[config.mk]
export PLATFORM = sky130hd
export DESIGN_NAME = spr_dma_flat
export DESIGN_NICKNAME = d
export VERILOG_FILES = /design/src/rtl/spr_dma_pkg.sv /design/src/rtl/spr_dma_if.sv /design/src/rtl/spr_dma.sv /design/src/flat_wrapper.sv
export SDC_FILE = /design/constraint.sdc
export NUM_CORES = 1
export LEC_CHECK = 0
export CAP_MARGIN = 20
export CELL_PAD_IN_SITES_DETAIL_PLACEMENT = 0
export CELL_PAD_IN_SITES_GLOBAL_PLACEMENT = 1
export CORE_ASPECT_RATIO = 1.1
export CORE_MARGIN = 5
export CORE_UTILIZATION = 25
export CTS_CLUSTER_DIAMETER = 60
export DETAILED_ROUTE_END_ITERATION = 10
export PLACE_DENSITY_LB_ADDON = 0.08
export REMOVE_ABC_BUFFERS = 1
export SLEW_MARGIN = 0
export SYNTH_ARGS = -nofsm -noshare
export SYNTH_HDL_FRONTEND = slang
export SYNTH_SLANG_ARGS = --single-unit
[constraint.sdc]
create_clock -name clk_in -period 2.1 [get_ports clk_in]
set_clock_uncertainty 0.2 [all_clocks]
set_input_delay 0.63 -clock clk_in [delete_from_list [all_inputs] [get_ports clk_in]]
set_output_delay 0.63 -clock clk_in [all_outputs]
set_load 0.005 [all_outputs]
[src/rtl/spr_dma_pkg.sv]
// Sprite DMA shared constants, state encoding and bus bundle.
// Imported by the interface-facing top module.
package spr_dma_pkg;

  localparam logic [15:0] DMA_REG_ADDR  = 16'h4014;
  localparam logic [15:0] OAM_DATA_ADDR = 16'h2004;

  typedef enum logic [2:0] {
    S_IDLE  = 3'd0,
    S_HALT  = 3'd1,
    S_ALIGN = 3'd2,
    S_READ  = 3'd3,
    S_WRITE = 3'd4
  } state_t;

  typedef struct packed {
    logic        rdy;
    logic        en;
    logic [15:0] a;
    logic        r_nw;
    logic [7:0]  d;
  } bus_out_t;

  localparam bus_out_t BUS_IDLE = '{
    rdy:  1'b1,
    en:   1'b0,
    a:    16'h0000,
    r_nw: 1'b1,
    d:    8'h00
  };

  localparam bus_out_t BUS_STALL = '{
    rdy:  1'b0,
    en:   1'b0,
    a:    16'h0000,
    r_nw: 1'b1,
    d:    8'h00
  };

endpackage

[src/rtl/spr_dma_if.sv]
// CPU-side and DMA-side bus signals of the sprite DMA.
// slave = the DMA block, master = CPU core / bus decoder side.
interface spr_dma_if;
  logic        cpu_cyc_en_in;
  logic [15:0] cpu_a_in;
  logic        cpu_r_nw_in;
  logic [7:0]  cpu_d_in;
  logic [7:0]  bus_d_in;
  logic        cpu_rdy_out;
  logic        dma_en_out;
  logic [15:0] dma_a_out;
  logic        dma_r_nw_out;
  logic [7:0]  dma_d_out;

  modport slave (
    input  cpu_cyc_en_in,
    input  cpu_a_in,
    input  cpu_r_nw_in,
    input  cpu_d_in,
    input  bus_d_in,
    output cpu_rdy_out,
    output dma_en_out,
    output dma_a_out,
    output dma_r_nw_out,
    output dma_d_out
  );

  modport master (
    output cpu_cyc_en_in,
    output cpu_a_in,
    output cpu_r_nw_in,
    output cpu_d_in,
    output bus_d_in,
    input  cpu_rdy_out,
    input  dma_en_out,
    input  dma_a_out,
    input  dma_r_nw_out,
    input  dma_d_out
  );
endinterface

[src/rtl/spr_dma.sv]
// Sprite DMA (0x4014): stalls the CPU and copies one page
// into the PPU OAM data port, one bus access per CPU cycle.
module spr_dma
  import spr_dma_pkg::*;
(
  input logic     clk_in,
  input logic     rst_n_in,
  spr_dma_if.slave bus
);

  state_t   q_state, d_state;
  logic     q_parity, d_parity;
  logic [7:0] q_idx, d_idx;
  logic [7:0] q_page, d_page;
  logic [7:0] q_buf, d_buf;
  bus_out_t q_out, d_out;

  logic trig;
  assign trig = (bus.cpu_a_in == DMA_REG_ADDR) &&
                !bus.cpu_r_nw_in;

  always_ff @(posedge clk_in) begin
    if (!rst_n_in) begin
      q_state  <= S_IDLE;
      q_parity <= 1'b0;
      q_idx    <= 8'h00;
      q_page   <= 8'h00;
      q_buf    <= 8'h00;
      q_out    <= BUS_IDLE;
    end else begin
      q_state  <= d_state;
      q_parity <= d_parity;
      q_idx    <= d_idx;
      q_page   <= d_page;
      q_buf    <= d_buf;
      q_out    <= d_out;
    end
  end

  always_comb begin
    d_state  = q_state;
    d_parity = q_parity;
    d_idx    = q_idx;
    d_page   = q_page;
    d_buf    = q_buf;
    d_out    = q_out;
    if (bus.cpu_cyc_en_in) begin
      d_parity = ~q_parity;
      unique case (q_state)
        S_IDLE: begin
          if (trig) begin
            d_page  = bus.cpu_d_in;
            d_idx   = 8'h00;
            d_state = S_HALT;
          end
        end
        S_HALT: begin
          d_state = q_parity ? S_ALIGN : S_READ;
        end
        S_ALIGN: begin
          d_state = S_READ;
        end
        S_READ: begin
          d_buf   = bus.bus_d_in;
          d_state = S_WRITE;
        end
        S_WRITE: begin
          d_idx   = q_idx + 8'h01;
          d_state = (q_idx == 8'hFF) ? S_IDLE : S_READ;
        end
        default: begin
          d_state = S_IDLE;
        end
      endcase
      // Outputs are registered from the next state, so they
      // describe the access of the CPU cycle just starting.
      unique case (d_state)
        S_IDLE:  d_out = BUS_IDLE;
        S_HALT:  d_out = BUS_STALL;
        S_ALIGN: d_out = BUS_STALL;
        S_READ: begin
          d_out      = BUS_STALL;
          d_out.en   = 1'b1;
          d_out.a    = {d_page, d_idx};
        end
        S_WRITE: begin
          d_out      = BUS_STALL;
          d_out.en   = 1'b1;
          d_out.a    = OAM_DATA_ADDR;
          d_out.r_nw = 1'b0;
          d_out.d    = d_buf;
        end
        default: d_out = BUS_IDLE;
      endcase
    end
  end

  assign bus.cpu_rdy_out  = q_out.rdy;
  assign bus.dma_en_out   = q_out.en;
  assign bus.dma_a_out    = q_out.a;
  assign bus.dma_r_nw_out = q_out.r_nw;
  assign bus.dma_d_out    = q_out.d;

endmodule

[src/flat_wrapper.sv]
// flat-port wrapper written by rule: the top's interface ports become plain ports
module spr_dma_flat import spr_dma_pkg::*;
  (clk_in, rst_n_in, bus_cpu_cyc_en_in, bus_cpu_a_in, bus_cpu_r_nw_in, bus_cpu_d_in, bus_bus_d_in, bus_cpu_rdy_out, bus_dma_en_out, bus_dma_a_out, bus_dma_r_nw_out, bus_dma_d_out);
  spr_dma_if bus_i ();
  input logic clk_in;
  input logic rst_n_in;
  input wire logic [$bits(bus_i.cpu_cyc_en_in)-1:0] bus_cpu_cyc_en_in;
  input wire logic [$bits(bus_i.cpu_a_in)-1:0] bus_cpu_a_in;
  input wire logic [$bits(bus_i.cpu_r_nw_in)-1:0] bus_cpu_r_nw_in;
  input wire logic [$bits(bus_i.cpu_d_in)-1:0] bus_cpu_d_in;
  input wire logic [$bits(bus_i.bus_d_in)-1:0] bus_bus_d_in;
  output wire logic [$bits(bus_i.cpu_rdy_out)-1:0] bus_cpu_rdy_out;
  output wire logic [$bits(bus_i.dma_en_out)-1:0] bus_dma_en_out;
  output wire logic [$bits(bus_i.dma_a_out)-1:0] bus_dma_a_out;
  output wire logic [$bits(bus_i.dma_r_nw_out)-1:0] bus_dma_r_nw_out;
  output wire logic [$bits(bus_i.dma_d_out)-1:0] bus_dma_d_out;
  assign bus_i.cpu_cyc_en_in = bus_cpu_cyc_en_in;
  assign bus_i.cpu_a_in = bus_cpu_a_in;
  assign bus_i.cpu_r_nw_in = bus_cpu_r_nw_in;
  assign bus_i.cpu_d_in = bus_cpu_d_in;
  assign bus_i.bus_d_in = bus_bus_d_in;
  assign bus_cpu_rdy_out = bus_i.cpu_rdy_out;
  assign bus_dma_en_out = bus_i.dma_en_out;
  assign bus_dma_a_out = bus_i.dma_a_out;
  assign bus_dma_r_nw_out = bus_i.dma_r_nw_out;
  assign bus_dma_d_out = bus_i.dma_d_out;
  spr_dma u_core (.clk_in(clk_in), .rst_n_in(rst_n_in), .bus(bus_i));
endmodule
==> impl_metrics.ini, run 1 <==
[clock_network]
cts_setup_buffers = 0
clk_path_buf_depth = 2
cts.sinks = 47
cts_tree = yes
clk_pin_slew_worst_paths_ns = 0.09
insertion_delay_ns = 0.30
htreeDepth = 2
root_buffer = clkbuf_8
numCtsBuffers = 5
postCtsHoldBufs = 0

[worst_hold_path]
holdPathStages = 2
min_from = u_core.bus.dma_d_out[1]
hold_class = reg -> reg

[power]
leakage_nw = 1.24
power_frac_clock_pct = 33.3
p_int_mw = 1.25
p_switching_uw = 429
seqPwrFrac_pct = 54.1
finalPower_mw = 1.68
powerDensity_nw_per_um2 = 514
p_sw_share_pct = 25.5
max-vdd-ir-drop_uv = 258
pwr-share-comb_pct = 12.7

[finish]
final_nets = 367
syn2layout_area_growth_pct = 48.4
num_antenna_cells = 0
final_common_cell = clkdlybuf4s50_1
final_cell_mix = clkdlybuf4s50_1, nand2_1, dfxtp_1
fin_cells = 445
drive_above_1_share_pct = 17.5
n_fill_cell = 916

[route]
ant_nets = 0
routed_wl_mm = 6.74
drtIter0Drc = 49
vias_per_cell = 4.70
wl_per_cell_um = 15.1
drc = 0
dr.pass1.iters = 4
vias = 2090

[timing]
setup_violations = 0
setup_tns_ns = 0
maxSlewViolCount = 0
rsz0062_at_grt = false
post-route-min-period_ns = 2.01
relSlewSlack_pct = 73.7
worst_pin_slew_ns = 0.394
fin_crit_sh_pct = 95.9
fmax_mhz = 496
finalHoldViolCount = 0

[synthesis]
synth_area_leader_cell = dfxtp_1
yosysTopAreaCellShare_pct = 42.8
ys_warn_count = 0
synthArstFlopShare_pct = 0
seq_area_frac_synth_pct = 42.8
syn_area_per_cell_um2 = 9.06
syn-cell-area_um2 = 2200
synth_edf_count = 0
yosysUniqueCellTypes = 57
synth_ff_type = dfxtp_1
synthCells = 243
synthTopCellsByArea = dfxtp_1, nand2_1, a21oi_1, mux2i_1, a22o_1
ys_ff_latch = 47

[floorplanning]
placementRows = 36
die-width_um = 99.5
core-area_um2 = 8740
initial_core_util_pct = 25.2
die-area_um2 = 10800
io_pins = 63
fp.dieH_um = 108

[worst_setup_path]
critPathKind = in -> reg
worstPathArrival_ns = 2.01
critPathRequiredTime_ns = 2.09
critPathLaunchType = input pin
cp-end-kind = flop
r2r_start = u_core.q_idx[0]
ff2ff_path_depth = 6
crit_start = bus_cpu_a_in[0]
crit_fanout = 8

[global_route]
grt_pass1_wl_mm = 10.8
track_usage_pct = 12.6
overflow = 0
antenna_found_initial = 0
grt_max_degree = 28
grt_pass1_vias = 2119

[run]
drv_cap = 0

[placement]
gp_congestion = 0.809
dp_hpwl_mm = 4.93
dp_cells = 438
numPortBuffers = 62

[run_status]
run_status = complete, no violations
sequential cells by signal, indices dropped and copies added, names as in the netlist:
signal                   count
u_core.bus.dma_en_out        1
u_core.bus.cpu_rdy_out       1
u_core.bus.dma_r_nw_out      1
u_core.q_parity              1
u_core.q_idx                 8
u_core.q_state               3
u_core.q_page                8
u_core.bus.dma_a_out        16
u_core.bus.dma_d_out         8
path summary, 6_finish.rpt:
path	endpoint	slack, ns
max	u_core.q_page[0]	0.09
max reg2reg	u_core.q_state[0]	0.17
min reg2reg	u_core.bus.dma_d_out[1]	0.26
min	u_core.bus.dma_d_out[1]	0.26
worst max-delay path: stages:
cell	delay, ns
clkdlybuf4s50_1	0.41
nor3_2	0.15
buf_4	0.13
nand4_2	0.09
or3_4	0.44
mux2i_1	0.15
cell usage after synthesis (2+ instances only):
cell type and count:
nand3_1 9, nor2_1 5, or4b_1 2, nor4b_2 2, o21a_1 2, nor3_1 3, and3_1 2, a31oi_1 2
o22ai_1 2, a22o_1 7, o221a_1 2, nor3b_1 2, clkbuf_1 12, inv_1 2, a41o_1 2, mux2i_1 8
or4_1 2, buf_6 3, o221ai_1 2, nor4_4 2, nand2_1 47, a21oi_1 20, o21ai_0 8, dfxtp_1 47
o2111ai_1 3, o211ai_1 5, o21ai_1 5, a41oi_1 3, xnor2_1 2, and2_1 3
cell families after synthesis:
logic type | Yosys count | share of synthesized area [%]
muxes | 8 | 3.64
and+or+nand+nor | 90 | 22.9
adders and majority gates | 1 | 0.568
DFF | 47 | 42.8
AOI/OAI and AO/OA | 76 | 25.1
buffers and inverters | 19 | 4.26
xor gates and xnor gates | 2 | 0.796
power by group through the flow:
stage	logic (mW)	clock network (mW)	registers [mW]
6_report	0.213	0.558	0.908
5_1_grt	0.228	0.612	0.910
4_1_cts	0.213	0.591	0.908
3_5_place_dp	0.214	0	0.929
3_3_place_gp	0.215	0	0.929
2_1_floorplan	0.0578	0	0.929
stage by stage:
step / util [%] / hold WS [ns] / setup slack [ns] / cell area, um2
2_1_floorplan: - / 0.232 / -0.0740 / 2120
3_3_place_gp: 36.1 / 0.243 / -0.414 / 3150
3_5_place_dp: 36.1 / 0.250 / -0.430 / 3150
4_1_cts: 37.2 / 0.269 / 0.00307 / 3250
5_1_grt: 37.4 / 0.280 / 0.0194 / 3270
6_report: 37.4 / 0.265 / 0.0852 / 3270
per-layer routing:
metal / vias up / wire length (um) / global-route usage, % / part of all wire [%]
met4: 0 / 38 / 2.93 / 0.56
met5: - / 0 / 0 / 0
li1: 1074 / - / - / -
met3: 2 / 200 / 2.39 / 3.0
met1: 981 / 3350 / 16.7 / 50
met2: 33 / 3150 / 21.2 / 47
repair_timing:
item / 4_1_cts / 5_1_grt
pin swaps: 7 / 4
setup endpoints to repair: 8 / 12
resized for setup: 10 / 8
gates cloned: 0 / 0
layout make-up:
type | count | area (um2) | area share, %
Multi-Input combinational cell | 177 | 1200 | 36.7
Sequential cell | 47 | 941 | 28.8
Timing Repair Buffer | 95 | 885 | 27.1
Tap cell | 114 | 143 | 4.37
Clock buffer | 6 | 72.6 | 2.22
Inverter | 4 | 15.0 | 0.460
Clock inverter | 2 | 12.5 | 0.383
Power figures use the tool's default switching activity.
==> inputs of run 2 (changes only) <==
--- a/config.mk
+++ b/config.mk
@@ -19,3 +19,4 @@
 export SYNTH_ARGS = -nofsm -noshare
 export SYNTH_HDL_FRONTEND = slang
 export SYNTH_SLANG_ARGS = --single-unit
+export TNS_END_PERCENT = 1
==> results of run 2 <==
No change in the layout: final DEF, timing and power equal those of run 1.
==> inputs of run 3 (changes only) <==
--- a/config.mk
+++ b/config.mk
@@ -10,7 +10,7 @@
 export CELL_PAD_IN_SITES_GLOBAL_PLACEMENT = 1
 export CORE_ASPECT_RATIO = 1.1
 export CORE_MARGIN = 5
-export CORE_UTILIZATION = 25
+export CORE_UTILIZATION = 31
 export CTS_CLUSTER_DIAMETER = 60
 export DETAILED_ROUTE_END_ITERATION = 10
 export PLACE_DENSITY_LB_ADDON = 0.08
==> impl_metrics.ini, run 3 (synthesis gave the netlist of run 1 again) <==
[global_route]
track_usage_pct = 14.5
grt_pass1_vias = 2088
grt_pass1_wl_mm = 10.6
grt_max_degree = 28
antenna_found_initial = 0
overflow = 0

[route]
vias = 2103
drc = 0
drtIter0Drc = 105
ant_nets = 0
dr.pass1.iters = 4
wl_per_cell_um = 15.5
vias_per_cell = 5.07
routed_wl_mm = 6.45

[floorplanning]
fp.dieH_um = 98.4
placementRows = 32
io_pins = 63
die-width_um = 90.3
core-area_um2 = 6970
die-area_um2 = 8890
initial_core_util_pct = 31.6

[worst_setup_path]
critPathLaunchType = flop
cpLargestDelayFamily = buffers and inverters
crit_fanout = 2
worstPathArrival_ns = 1.17
ff2ff_path_depth = 4
rr_endpoint = u_core.bus.dma_a_out[15]
critPathRequiredTime_ns = 1.27
cpPeakStageDelay_ns = 0.50
r2r_start = u_core.q_state[0]
crit_slowest_cell = clkdlybuf4s50_1
critPathBufInv = 1
path_cells = clkdlybuf4s50_1
reg2reg_slack_ns = 0.19
critPathKind = reg -> out
cp.depth = 1
crit_start = u_core.bus.dma_a_out[10]
cp-end-kind = primary output

[power]
powerDensity_nw_per_um2 = 514
finalPower_mw = 1.68
max-vdd-ir-drop_uv = 254
leakage_nw = 1.28

[worst_hold_path]
hold_class = reg -> reg
holdPathStages = 2
min_from = u_core.bus.dma_a_out[0]
min_to = u_core.bus.dma_a_out[0]

[timing]
fin_hold_ws_ns = 0.254
setup_violations = 0
fmax_mhz = 501
worst_pin_slew_ns = 0.429
post-route-min-period_ns = 2.00
maxSlewViolCount = 0
fin_crit_sh_pct = 95.0
rsz0062_at_grt = false
setup_tns_ns = 0
worst_slack_ns = 0.104
finalHoldViolCount = 0
relSlewSlack_pct = 71.4

[clock_network]
root_buffer = clkbuf_8
clk_pin_slew_worst_paths_ns = 0.09
insertion_delay_ns = 0.31
clk_path_buf_depth = 2
cts_tree = yes
htreeDepth = 2
numCtsBuffers = 5
cts.sinks = 47

[finish]
multi_input_comb_area_um2 = 1200
largest_reg_flops = 16
fin_cells = 415
final_cell_mix = clkdlybuf4s50_1, nand2_1, dfxtp_1
final_nets = 366
n_fill_cell = 706
num_antenna_cells = 0
regArea_um2 = 941
final_common_cell = clkdlybuf4s50_1
drive_above_1_share_pct = 17.6
syn2layout_area_growth_pct = 48.7

[run]
drv_cap = 0

[placement]
gp_congestion = 0.827
numPortBuffers = 62
pre_cts_slack_ns = -0.423
dp_cells = 407
dp_hpwl_mm = 4.75

[run_status]
run_status = complete, no violations
[run 3: metal layers]
layer | share of wire (%) | up-vias | wire [um] | track usage [%]
met5 | 0 | - | 0 | 0
li1 | - | 1068 | - | -
met3 | 4.6 | 7 | 295 | 3.85
met2 | 49 | 42 | 3140 | 24.5
met1 | 45 | 986 | 2930 | 18.2
met4 | 1.4 | 0 | 90 | 4.24
[run 3: layout make-up]
cell class | count | area share [%]
clock inverter | 2 | 0.382
inverter | 4 | 0.459
timing repair buffer | 94 | 28.2
sequential | 47 | 28.8
tap | 85 | 3.25
clock buffer | 6 | 2.22
multi-input combinational | 177 | 36.7
[run 3: how the worst max path moves through the flow]
| stage | endpoint |
|---|---|
| 2_1_floorplan | u_core.q_page[0] |
| 3_3_place_gp | u_core.q_page[7] |
| 3_5_place_dp | u_core.q_page[4] |
| 4_1_cts | u_core.q_page[6] |
| 5_1_grt | bus_dma_a_out[5] |
| 6_report | bus_dma_a_out[10] |
[run 3: metrics by stage]
stage | cell area (um2) | utilization (%)
after global routing | 3270 | 47.0
after floorplan | 2120 | -
after detailed placement | 3140 | 45.1
after global placement | 3140 | 45.1
after CTS | 3240 | 46.5
final | 3270 | 47.0
[run 3: power breakdown]
part | total (mW) | internal [mW] | leakage (nW) | switching, mW
clock network | 0.556 | 0.233 | 0.0412 | 0.322
registers | 0.908 | 0.900 | 0.380 | 0.00796
logic | 0.218 | 0.122 | 0.864 | 0.0957
total | 1.68 | 1.26 | 1.28 | 0.426
[run 3: repair_timing]
item                                    CTS  global route
resized for setup                         8            10
pin swaps                                 3             5
endpoints found under the setup margin    9            13
hold buffers                              0             0
setup buffers                             0             1
